## src/rtl/eth_mac_pkg.sv

```systemverilog
// Shared Ethernet MAC definitions: RGMII speed codes, MDIO opcodes and the
// PHY speed-control state encoding.
package eth_mac_pkg;

  typedef enum logic [1:0] {
    SPEED_10   = 2'b00,
    SPEED_100  = 2'b01,
    SPEED_1000 = 2'b10,
    SPEED_RSVD = 2'b11
  } speed_t;

  localparam logic [1:0] MDIO_OP_WRITE = 2'b01;
  localparam logic [1:0] MDIO_OP_READ  = 2'b10;

  typedef enum logic [2:0] {
    ST_IDLE,
    ST_CMD,
    ST_WAIT_RSP,
    ST_UPDATE,
    ST_HOLD
  } speed_state_t;

  function automatic int unsigned max3(input int unsigned a, input int unsigned b,
                                       input int unsigned c);
    int unsigned m;
    m = (a > b) ? a : b;
    return (m > c) ? m : c;
  endfunction

endpackage

```

## src/rtl/phy_speed_ctrl.sv

```systemverilog
// Polls the PHY status register over MDIO and drives RGMII speed, link state
// and a MAC hold window whenever speed or link changes.
module phy_speed_ctrl
  import eth_mac_pkg::*;
#(
  parameter logic [4:0]  PHY_ADDR       = 5'd1,
  parameter logic [4:0]  STATUS_REG     = 5'h11,
  parameter int unsigned SPEED_LSB      = 14,
  parameter int unsigned LINK_BIT       = 10,
  parameter int unsigned POLL_CYCLES    = 125000,
  parameter int unsigned TIMEOUT_CYCLES = 4096,
  parameter int unsigned HOLD_CYCLES    = 16
) (
  input  logic        clk,
  input  logic        rst_n,
  input  logic        enable,
  output logic        cmd_valid,
  output logic [1:0]  cmd_opcode,
  output logic [4:0]  cmd_phy_addr,
  output logic [4:0]  cmd_reg_addr,
  output logic [15:0] cmd_data,
  input  logic        cmd_ready,
  input  logic        rsp_valid,
  input  logic [15:0] rsp_data,
  output logic        rsp_ready,
  output logic [1:0]  speed,
  output logic        link_up,
  output logic        mac_hold,
  output logic        speed_change,
  output logic        timeout_err,
  output logic        code_err
);

  localparam int unsigned CNT_MAX = max3(POLL_CYCLES, TIMEOUT_CYCLES, HOLD_CYCLES);
  localparam int unsigned CNT_W   = $clog2(CNT_MAX + 1);
  localparam logic [CNT_W-1:0] POLL_LOAD    = CNT_W'(POLL_CYCLES - 1);
  localparam logic [CNT_W-1:0] TIMEOUT_LOAD = CNT_W'(TIMEOUT_CYCLES - 1);
  localparam logic [CNT_W-1:0] HOLD_LOAD    = CNT_W'(HOLD_CYCLES - 1);
  localparam logic [CNT_W-1:0] CNT_ONE      = CNT_W'(1);

  speed_state_t     state;
  logic [CNT_W-1:0] cnt;
  speed_t           speed_q;
  logic [15:0]      rsp_q;
  logic             link_bit;
  speed_t           code;
  logic             unused_rsp;

  assign cmd_opcode   = MDIO_OP_READ;
  assign cmd_phy_addr = PHY_ADDR;
  assign cmd_reg_addr = STATUS_REG;
  assign cmd_data     = '0;
  assign speed        = speed_q;

  assign link_bit   = rsp_q[LINK_BIT];
  assign code       = speed_t'(rsp_q[SPEED_LSB +: 2]);
  assign unused_rsp = ^rsp_q;

  always_ff @(posedge clk or negedge rst_n) begin
    if (!rst_n) begin
      state        <= ST_IDLE;
      cnt          <= '0;
      speed_q      <= SPEED_1000;
      link_up      <= 1'b0;
      mac_hold     <= 1'b0;
      cmd_valid    <= 1'b0;
      rsp_ready    <= 1'b0;
      speed_change <= 1'b0;
      timeout_err  <= 1'b0;
      code_err     <= 1'b0;
      rsp_q        <= '0;
    end else begin
      speed_change <= 1'b0;
      timeout_err  <= 1'b0;
      code_err     <= 1'b0;
      unique case (state)
        // cnt==0 marks the first idle cycle; reloading there and leaving at 1
        // gives exactly POLL_CYCLES idle cycles while the counter stays down-only.
        ST_IDLE: begin
          if (!enable) begin
            cnt <= '0;
          end else if (cnt == '0) begin
            cnt <= POLL_LOAD;
          end else if (cnt == CNT_ONE) begin
            cnt       <= '0;
            cmd_valid <= 1'b1;
            state     <= ST_CMD;
          end else begin
            cnt <= cnt - 1'b1;
          end
        end
        ST_CMD: begin
          if (cmd_valid && cmd_ready) begin
            cmd_valid <= 1'b0;
            rsp_ready <= 1'b1;
            cnt       <= TIMEOUT_LOAD;
            state     <= ST_WAIT_RSP;
          end
        end
        // A response in the final timeout cycle wins over the timeout.
        ST_WAIT_RSP: begin
          if (rsp_valid && rsp_ready) begin
            rsp_q     <= rsp_data;
            rsp_ready <= 1'b0;
            cnt       <= '0;
            state     <= ST_UPDATE;
          end else if (cnt == '0) begin
            rsp_ready   <= 1'b0;
            timeout_err <= 1'b1;
            state       <= ST_IDLE;
          end else begin
            cnt <= cnt - 1'b1;
          end
        end
        ST_UPDATE: begin
          state <= ST_IDLE;
          if (!link_bit) begin
            link_up <= 1'b0;
            if (link_up) begin
              mac_hold <= 1'b1;
              cnt      <= HOLD_LOAD;
              state    <= ST_HOLD;
            end
          end else if (code == SPEED_RSVD) begin
            code_err <= 1'b1;
          end else begin
            speed_q <= code;
            link_up <= 1'b1;
            if ((code != speed_q) || !link_up) begin
              speed_change <= 1'b1;
              mac_hold     <= 1'b1;
              cnt          <= HOLD_LOAD;
              state        <= ST_HOLD;
            end
          end
        end
        ST_HOLD: begin
          if (cnt == '0) begin
            mac_hold <= 1'b0;
            state    <= ST_IDLE;
          end else begin
            cnt <= cnt - 1'b1;
          end
        end
        default: state <= ST_IDLE;
      endcase
    end
  end

endmodule

```

## config.mk

```make
export PLATFORM = sky130hd
export DESIGN_NAME = phy_speed_ctrl
export DESIGN_NICKNAME = d
export VERILOG_FILES = /design/src/rtl/eth_mac_pkg.sv /design/src/rtl/phy_speed_ctrl.sv
export SDC_FILE = /design/constraint.sdc
export NUM_CORES = 1
export LEC_CHECK = 0
export ABC_AREA = 0
export BUFFER_PORTS_ARGS = -buffer_cell sky130_fd_sc_hd__buf_2
export CORE_MARGIN = 10
export CORE_UTILIZATION = 45
export DETAILED_ROUTE_END_ITERATION = 6
export HOLD_SLACK_MARGIN = 0.02
export PLACE_DENSITY = 0.78
export SYNTH_ARGS = -nofsm -noshare
export SYNTH_HDL_FRONTEND = slang
export SYNTH_SLANG_ARGS = --single-unit
```

## constraint.sdc

```tcl
create_clock -name clk -period 4.1 [get_ports clk]
set_clock_uncertainty 0.15 [all_clocks]
set_input_delay 0.205 -clock clk [delete_from_list [all_inputs] [get_ports clk]]
set_output_delay 0.205 -clock clk [all_outputs]
set_load 0.05 [all_outputs]
```

Yosys cells after proc, flatten, opt, wreduce, memory -nomap -nowiden. Index checks and enable logic that the tools add are counted. W data, S select, Z words.

Register bits after elaboration: 45. Bits of input ports: 21. Output and inout port bits: 37. Logic and storage cells: 96.

Add/sub/neg operators: 1. Equality and inequality tests: 17. Mux-type cells: 48. Bitwise gates (word level): 1. Reduce and logical (&&, ||, !) cells: 18.

Operator list (number): $mux W17 (10); $pmux W17 S5 (1); $mux W3 (10); $mux W1 (23); $eq A17 B1 Y1 const B (1); $logic_not A17 Y1 (1); $sub A17 B1 Y17 const B (1); $pmux W3 S5 (1); $reduce_and A5 Y1 (3); $ne A2 B2 Y1 const B (6); $ne A3 B3 Y1 const B (4); $eq A3 B2 Y1 const B (2); $pmux W1 S2 (3); $reduce_and A3 Y1 (2); $reduce_bool A2 Y1 (3); $reduce_bool A5 Y1 (1); $reduce_and A2 Y1 (2); $reduce_and A4 Y1 (1); $eq A3 B1 Y1 const B (1); $eq A3 B3 Y1 const B (1); $logic_not A3 Y1 (1); $eq A2 B2 Y1 const B (1); $logic_and A1 B1 Y1 (2); $ne A2 B2 Y1 (1); 3 further kinds (3).

Depth between registers and ports, before layout.
Depth in word-level cells: 6. Mapped depth: 9. Depth with buffers taken out: 8.

Worst setup path after synthesis. OpenSTA, ideal clock, no wires.

Path type: flip-flop to flip-flop. Start: register speed_q[0], in the netlist speed[0]. End: register cnt[4]. Library setup time: 0.121 ns. Arrival: 2.057 ns. Required time: 3.829 ns. Slack: 1.772 ns. Cell stages (with the launch flop): 8. Buffers on the path: 1. Period minus slack after synthesis: 2.328 ns. Path through: dfrtp_1 > and3b_1 > o31ai_2 > a31oi_1 > a31oi_2 > buf_2 > o21ai_0 > a22o_1.

Word-level cells in the longest chain between the ends: 4.

RTL lines: start, declared (line phy_speed_ctrl.sv:43) `speed_t speed_q;`; start signal, assigned (line phy_speed_ctrl.sv:127) `speed_q <= code;`; $ne A2 B2 Y1 (line phy_speed_ctrl.sv:129) `if ((code != speed_q) || !link_up) begin`; $logic_or A1 B1 Y1 (line phy_speed_ctrl.sv:129); $ne A3 B3 Y1 (no source line); $reduce_and A5 Y1 (no source line); end signal, assigned (line phy_speed_ctrl.sv:89) `cnt <= cnt - 1'b1;`; end signal, assigned (line phy_speed_ctrl.sv:112) `cnt <= cnt - 1'b1;`; end signal, assigned (line phy_speed_ctrl.sv:142) `cnt <= cnt - 1'b1;`; end, declared (line phy_speed_ctrl.sv:42) `logic [CNT_W-1:0] cnt;`.

No other way between the ends. A chain may end at the register's enable or synchronous reset.

Worst setup path in the final report.
Start: register cnt[0]. End: register cnt[14].

Word-level cells in the longest chain between the ends: 5. Elaborated cells between the ends (all ways): 9. Those cells by class: add/sub: 1; eq/ne: 1; mux: 6; reduce/logical: 1.

RTL lines: $sub A17 B1 Y17 or $eq A17 B1 Y1 (tied branches); $mux W17 (line phy_speed_ctrl.sv:84) `end else if (cnt == CNT_ONE) begin`; $mux W17 (line phy_speed_ctrl.sv:82) `end else if (cnt == '0) begin`; $mux W17 (line phy_speed_ctrl.sv:80) `if (!enable) begin`; $pmux W17 S5 * (line phy_speed_ctrl.sv:76) `unique case (state)`.

Every way passes the cells marked *; elsewhere a longest branch is shown, timed or not.

==> run_summary.xml <==
<?xml version="1.0" encoding="UTF-8"?>
<metrics>
  <group name="outcome">
    <metric name="status" unit="">finished clean</metric>
  </group>
  <group name="clocking">
    <metric name="clk_root_buffer_cell" unit="">clkbuf_8</metric>
    <metric name="clk_path_buf_depth" unit="">2</metric>
    <metric name="tritoncts" unit="">built</metric>
    <metric name="cts_resized" unit="">0</metric>
    <metric name="cts-buffers-inserted" unit="">5</metric>
    <metric name="insertion_delay" unit="ns">0.29</metric>
    <metric name="clk_transition_reported_paths" unit="ns">0.07</metric>
    <metric name="cts_num_sinks" unit="">32</metric>
    <metric name="cts.htree.levels" unit="">2</metric>
    <metric name="cts_post_setup_buffers_inserted" unit="">0</metric>
    <metric name="hold_fix_buffers_cts" unit="">4</metric>
  </group>
  <group name="pwr">
    <metric name="fin_total_pwr" unit="W">0.00197</metric>
    <metric name="pd_cells" unit="nW/um^2">852</metric>
    <metric name="power_frac_clock" unit="">0.152</metric>
    <metric name="power.switching" unit="W">0.000947</metric>
    <metric name="vdd_ir_drop_max" unit="mV">0.306</metric>
    <metric name="power_frac_comb" unit="">0.531</metric>
    <metric name="total_leakage_power" unit="nW">1.07</metric>
    <metric name="intPower" unit="W">0.00102</metric>
    <metric name="p_seq_frac" unit="">0.317</metric>
    <metric name="swShare" unit="">0.481</metric>
  </group>
  <group name="cells_and_area">
    <metric name="multi_input_comb_area" unit="sq um">1180</metric>
    <metric name="final_cell_count_no_fill" unit="">330</metric>
    <metric name="final_layout_size_suffix_gt1_frac" unit="">0.167</metric>
    <metric name="layout.cells.most_common_list" unit="">dfrtp_1 (31), conb_1 (28), nor2_1 (27)</metric>
    <metric name="final.fill_count" unit="">440</metric>
    <metric name="num_antenna_cells" unit="">0</metric>
    <metric name="seq_area" unit="sq um">802</metric>
    <metric name="final_common_cell" unit="">dfrtp_1</metric>
    <metric name="layout-area-overhead-vs-synth" unit="%">5.79</metric>
    <metric name="net_count_final" unit="">285</metric>
  </group>
  <group name="route">
    <metric name="num_vias" unit="">1781</metric>
    <metric name="initial_drc_count" unit="">193</metric>
    <metric name="finalWirelength" unit="mm">4.88</metric>
    <metric name="routedLengthMet1" unit="mm">2.08</metric>
    <metric name="remaining_routing_drc_violations" unit="">0</metric>
    <metric name="top_metal_used" unit="">met4</metric>
    <metric name="met2RoutedLength" unit="mm">2.35</metric>
    <metric name="viasPerCell" unit="">5.40</metric>
    <metric name="wire_per_inst" unit="um">14.8</metric>
    <metric name="final_antenna_net_count" unit="">0</metric>
    <metric name="detailroute.wirelength.met3" unit="um">360</metric>
    <metric name="drt_first_pass_iters" unit="">4</metric>
  </group>
  <group name="timing">
    <metric name="finalSetupTns" unit="ns">0</metric>
    <metric name="tightest_slew" unit="ns">0.726</metric>
    <metric name="achievable-frequency" unit="MHz">339</metric>
    <metric name="slew_headroom" unit="">0.514</metric>
    <metric name="timing.final.hold_violations" unit="">0</metric>
    <metric name="timing.final.crit_share" unit="">0.719</metric>
    <metric name="layout_min_cycle_time" unit="ns">2.95</metric>
    <metric name="post-route-worst-setup-slack" unit="ns">1.15</metric>
    <metric name="timing_max_transition_violations_final" unit="">0</metric>
    <metric name="rsz0062_at_grt" unit="">no</metric>
    <metric name="hold-worst-slack" unit="ns">0.0565</metric>
    <metric name="setup_violations" unit="">0</metric>
  </group>
  <group name="worst_setup_path">
    <metric name="crit_required" unit="ns">4.12</metric>
    <metric name="launch_point_of_the_worst_path" unit="">cnt[0]</metric>
    <metric name="critPathCaptureType" unit="">flop</metric>
    <metric name="setup.worst_path.class" unit="">flop to flop</metric>
    <metric name="worstPathArrival" unit="ns">2.96</metric>
    <metric name="worstSetupStartpointType" unit="">flop</metric>
    <metric name="cp_max_fo" unit="">12</metric>
    <metric name="regToRegEndpoint" unit="">cnt[14]</metric>
    <metric name="r2r-start" unit="">cnt[0]</metric>
    <metric name="cp-endpoint" unit="">cnt[14]</metric>
    <metric name="setup.reg_to_reg.worst_slack" unit="ns">1.15</metric>
    <metric name="worst-r2r-cell-count" unit="">8</metric>
  </group>
  <group name="worst_hold_path">
    <metric name="hp-class" unit="">input pin to flop</metric>
    <metric name="launch_point_of_the_worst_hold_path" unit="">cmd_ready</metric>
  </group>
  <group name="global_route">
    <metric name="initial_antenna_violation_count" unit="">0</metric>
    <metric name="grt_pass1_wl" unit="mm">7.91</metric>
    <metric name="groute.usage.overall" unit="">0.126</metric>
    <metric name="number_of_global_route_vias_before_repair" unit="">1663</metric>
    <metric name="grt_ovf" unit="">0</metric>
    <metric name="grt_max_degree" unit="">33</metric>
  </group>
  <group name="placed_design">
    <metric name="place.detailed.instances" unit="">318</metric>
    <metric name="gp_congestion" unit="">0.874</metric>
    <metric name="io_buffers" unit="">16</metric>
    <metric name="estimated_wirelength_of_the_detail_placed_design" unit="mm">3.52</metric>
    <metric name="dp_worst_setup_slack" unit="ns">1.22</metric>
  </group>
  <group name="synthesis">
    <metric name="yosys.area.top_type_share" unit="">0.356</metric>
    <metric name="synth.area.top_cells" unit="">dfrtp_1 (36%), buf_4 (9.6%), nor2_1 (4.6%)</metric>
    <metric name="yosysWarnings" unit="">0</metric>
    <metric name="distinct_cell_type_count_of_the_synthesized_netlist" unit="">60</metric>
    <metric name="yosys_register_bits" unit="">32</metric>
    <metric name="syn_avg_cell_area" unit="sq um">8.80</metric>
    <metric name="synth_area_leader_cell" unit="">dfrtp_1</metric>
    <metric name="netlist_instances" unit="">248</metric>
    <metric name="synth.yosys.seq_area_share" unit="">0.368</metric>
    <metric name="ys_async_sr_fraction" unit="">1.00</metric>
    <metric name="synth.cell_area" unit="sq um">2180</metric>
    <metric name="synth_flop_cell" unit="">dfrtp_1</metric>
    <metric name="synth_edf_count" unit="">0</metric>
  </group>
  <group name="floorplanning">
    <metric name="io_pins" unit="">58</metric>
    <metric name="die-width" unit="um">89.6</metric>
    <metric name="initial_utilization" unit="">0.462</metric>
    <metric name="core-area" unit="sq um">4720</metric>
    <metric name="num_rows" unit="">25</metric>
    <metric name="floorplan.die_area" unit="sq um">8030</metric>
    <metric name="die-height" unit="um">89.6</metric>
  </group>
  <group name="flow_run">
    <metric name="maxCapViolations" unit="">0</metric>
  </group>
</metrics>
-- worst min-delay path by stage --
stage                      to  slack (ns)  cells past startpoint
finish              cmd_valid        0.06                      4
global route        cmd_valid        0.06                      4
CTS                 cmd_valid        0.05                      4
detailed placement  rsp_q[14]        0.16                      1
global placement    rsp_q[14]        0.15                      1
floorplan           cmd_valid       -0.24                      0
-- power by group through the flow --
stage | clock (W) | combinational, W | sequential (W)
3_3_place_gp | 0 | 0.00101 | 0.000615
4_1_cts | 0.000309 | 0.00104 | 0.000618
5_1_grt | 0.000322 | 0.00116 | 0.000645
2_1_floorplan | 0 | 0.000869 | 0.000643
6_report | 0.000298 | 0.00105 | 0.000623
3_5_place_dp | 0 | 0.00103 | 0.000623
-- routing by layer --
| layer | up-vias | GRT usage |
|---|---|---|
| met5 | - | 0 |
| li1 | 869 | - |
| met4 | 0 | 0.0694 |
| met2 | 64 | 0.201 |
| met3 | 5 | 0.0262 |
| met1 | 843 | 0.155 |
-- kinds of logic (layout without fill, tap and decap cells) --
family                   after synthesis  count (layout)  share of synthesized area
AND/OR/NAND/NOR                       91              91                      0.222
other                                  2              28                    0.00344
buffers and inverters                 42              31                      0.135
adder cells (fa/ha/maj)                2               2                     0.0115
flip-flops                            32              32                      0.368
multiplexers                           4               4                     0.0201
AO/OA/AOI/OAI                         75              75                      0.241
-- sequential cells by signal, indices dropped and copies added (netlist names), 2 cells and up --
signal / flops
cnt: 17
rsp_q: 3
speed: 2
state: 3
-- cell type report --
type                    instances  share of cell area
clock buffers                   6              0.0314
well taps                      67              0.0363
flip-flops and latches         32               0.347
inverters                       3             0.00488
multi-input cells             200               0.513
repair buffers                 20              0.0520
clock inverters                 2              0.0152
-- critical path: stages, from the launching register on --
cell and delay (ns):
dfrtp_1 0.43, inv_1 0.09, ha_1 0.28, nor3b_2 0.37, nand3_1 0.26, nor2_2 0.49, o21a_1 0.36, o21ai_0 0.13
a22o_1 0.27
-- metrics by stage --
| step | cell area [sq um] | util |
|---|---|---|
| 6_report | 2310 | 0.489 |
| 5_1_grt | 2310 | 0.489 |
| 4_1_cts | 2310 | 0.489 |
| 3_5_place_dp | 2160 | 0.457 |
| 3_3_place_gp | 2160 | 0.457 |
| 2_1_floorplan | 2280 | - |
-- synth_stat cells (all sizes together) (4+ instances only) --
library cell   n
nor4           7
clkbuf         4
o22a           5
buf           35
a31oi          7
nand2         16
nand2b         7
a22o           5
nor3           8
a21oi         15
dfrtp         31
nor2          30
o21ai         21
Power figures use the tool's default switching activity.
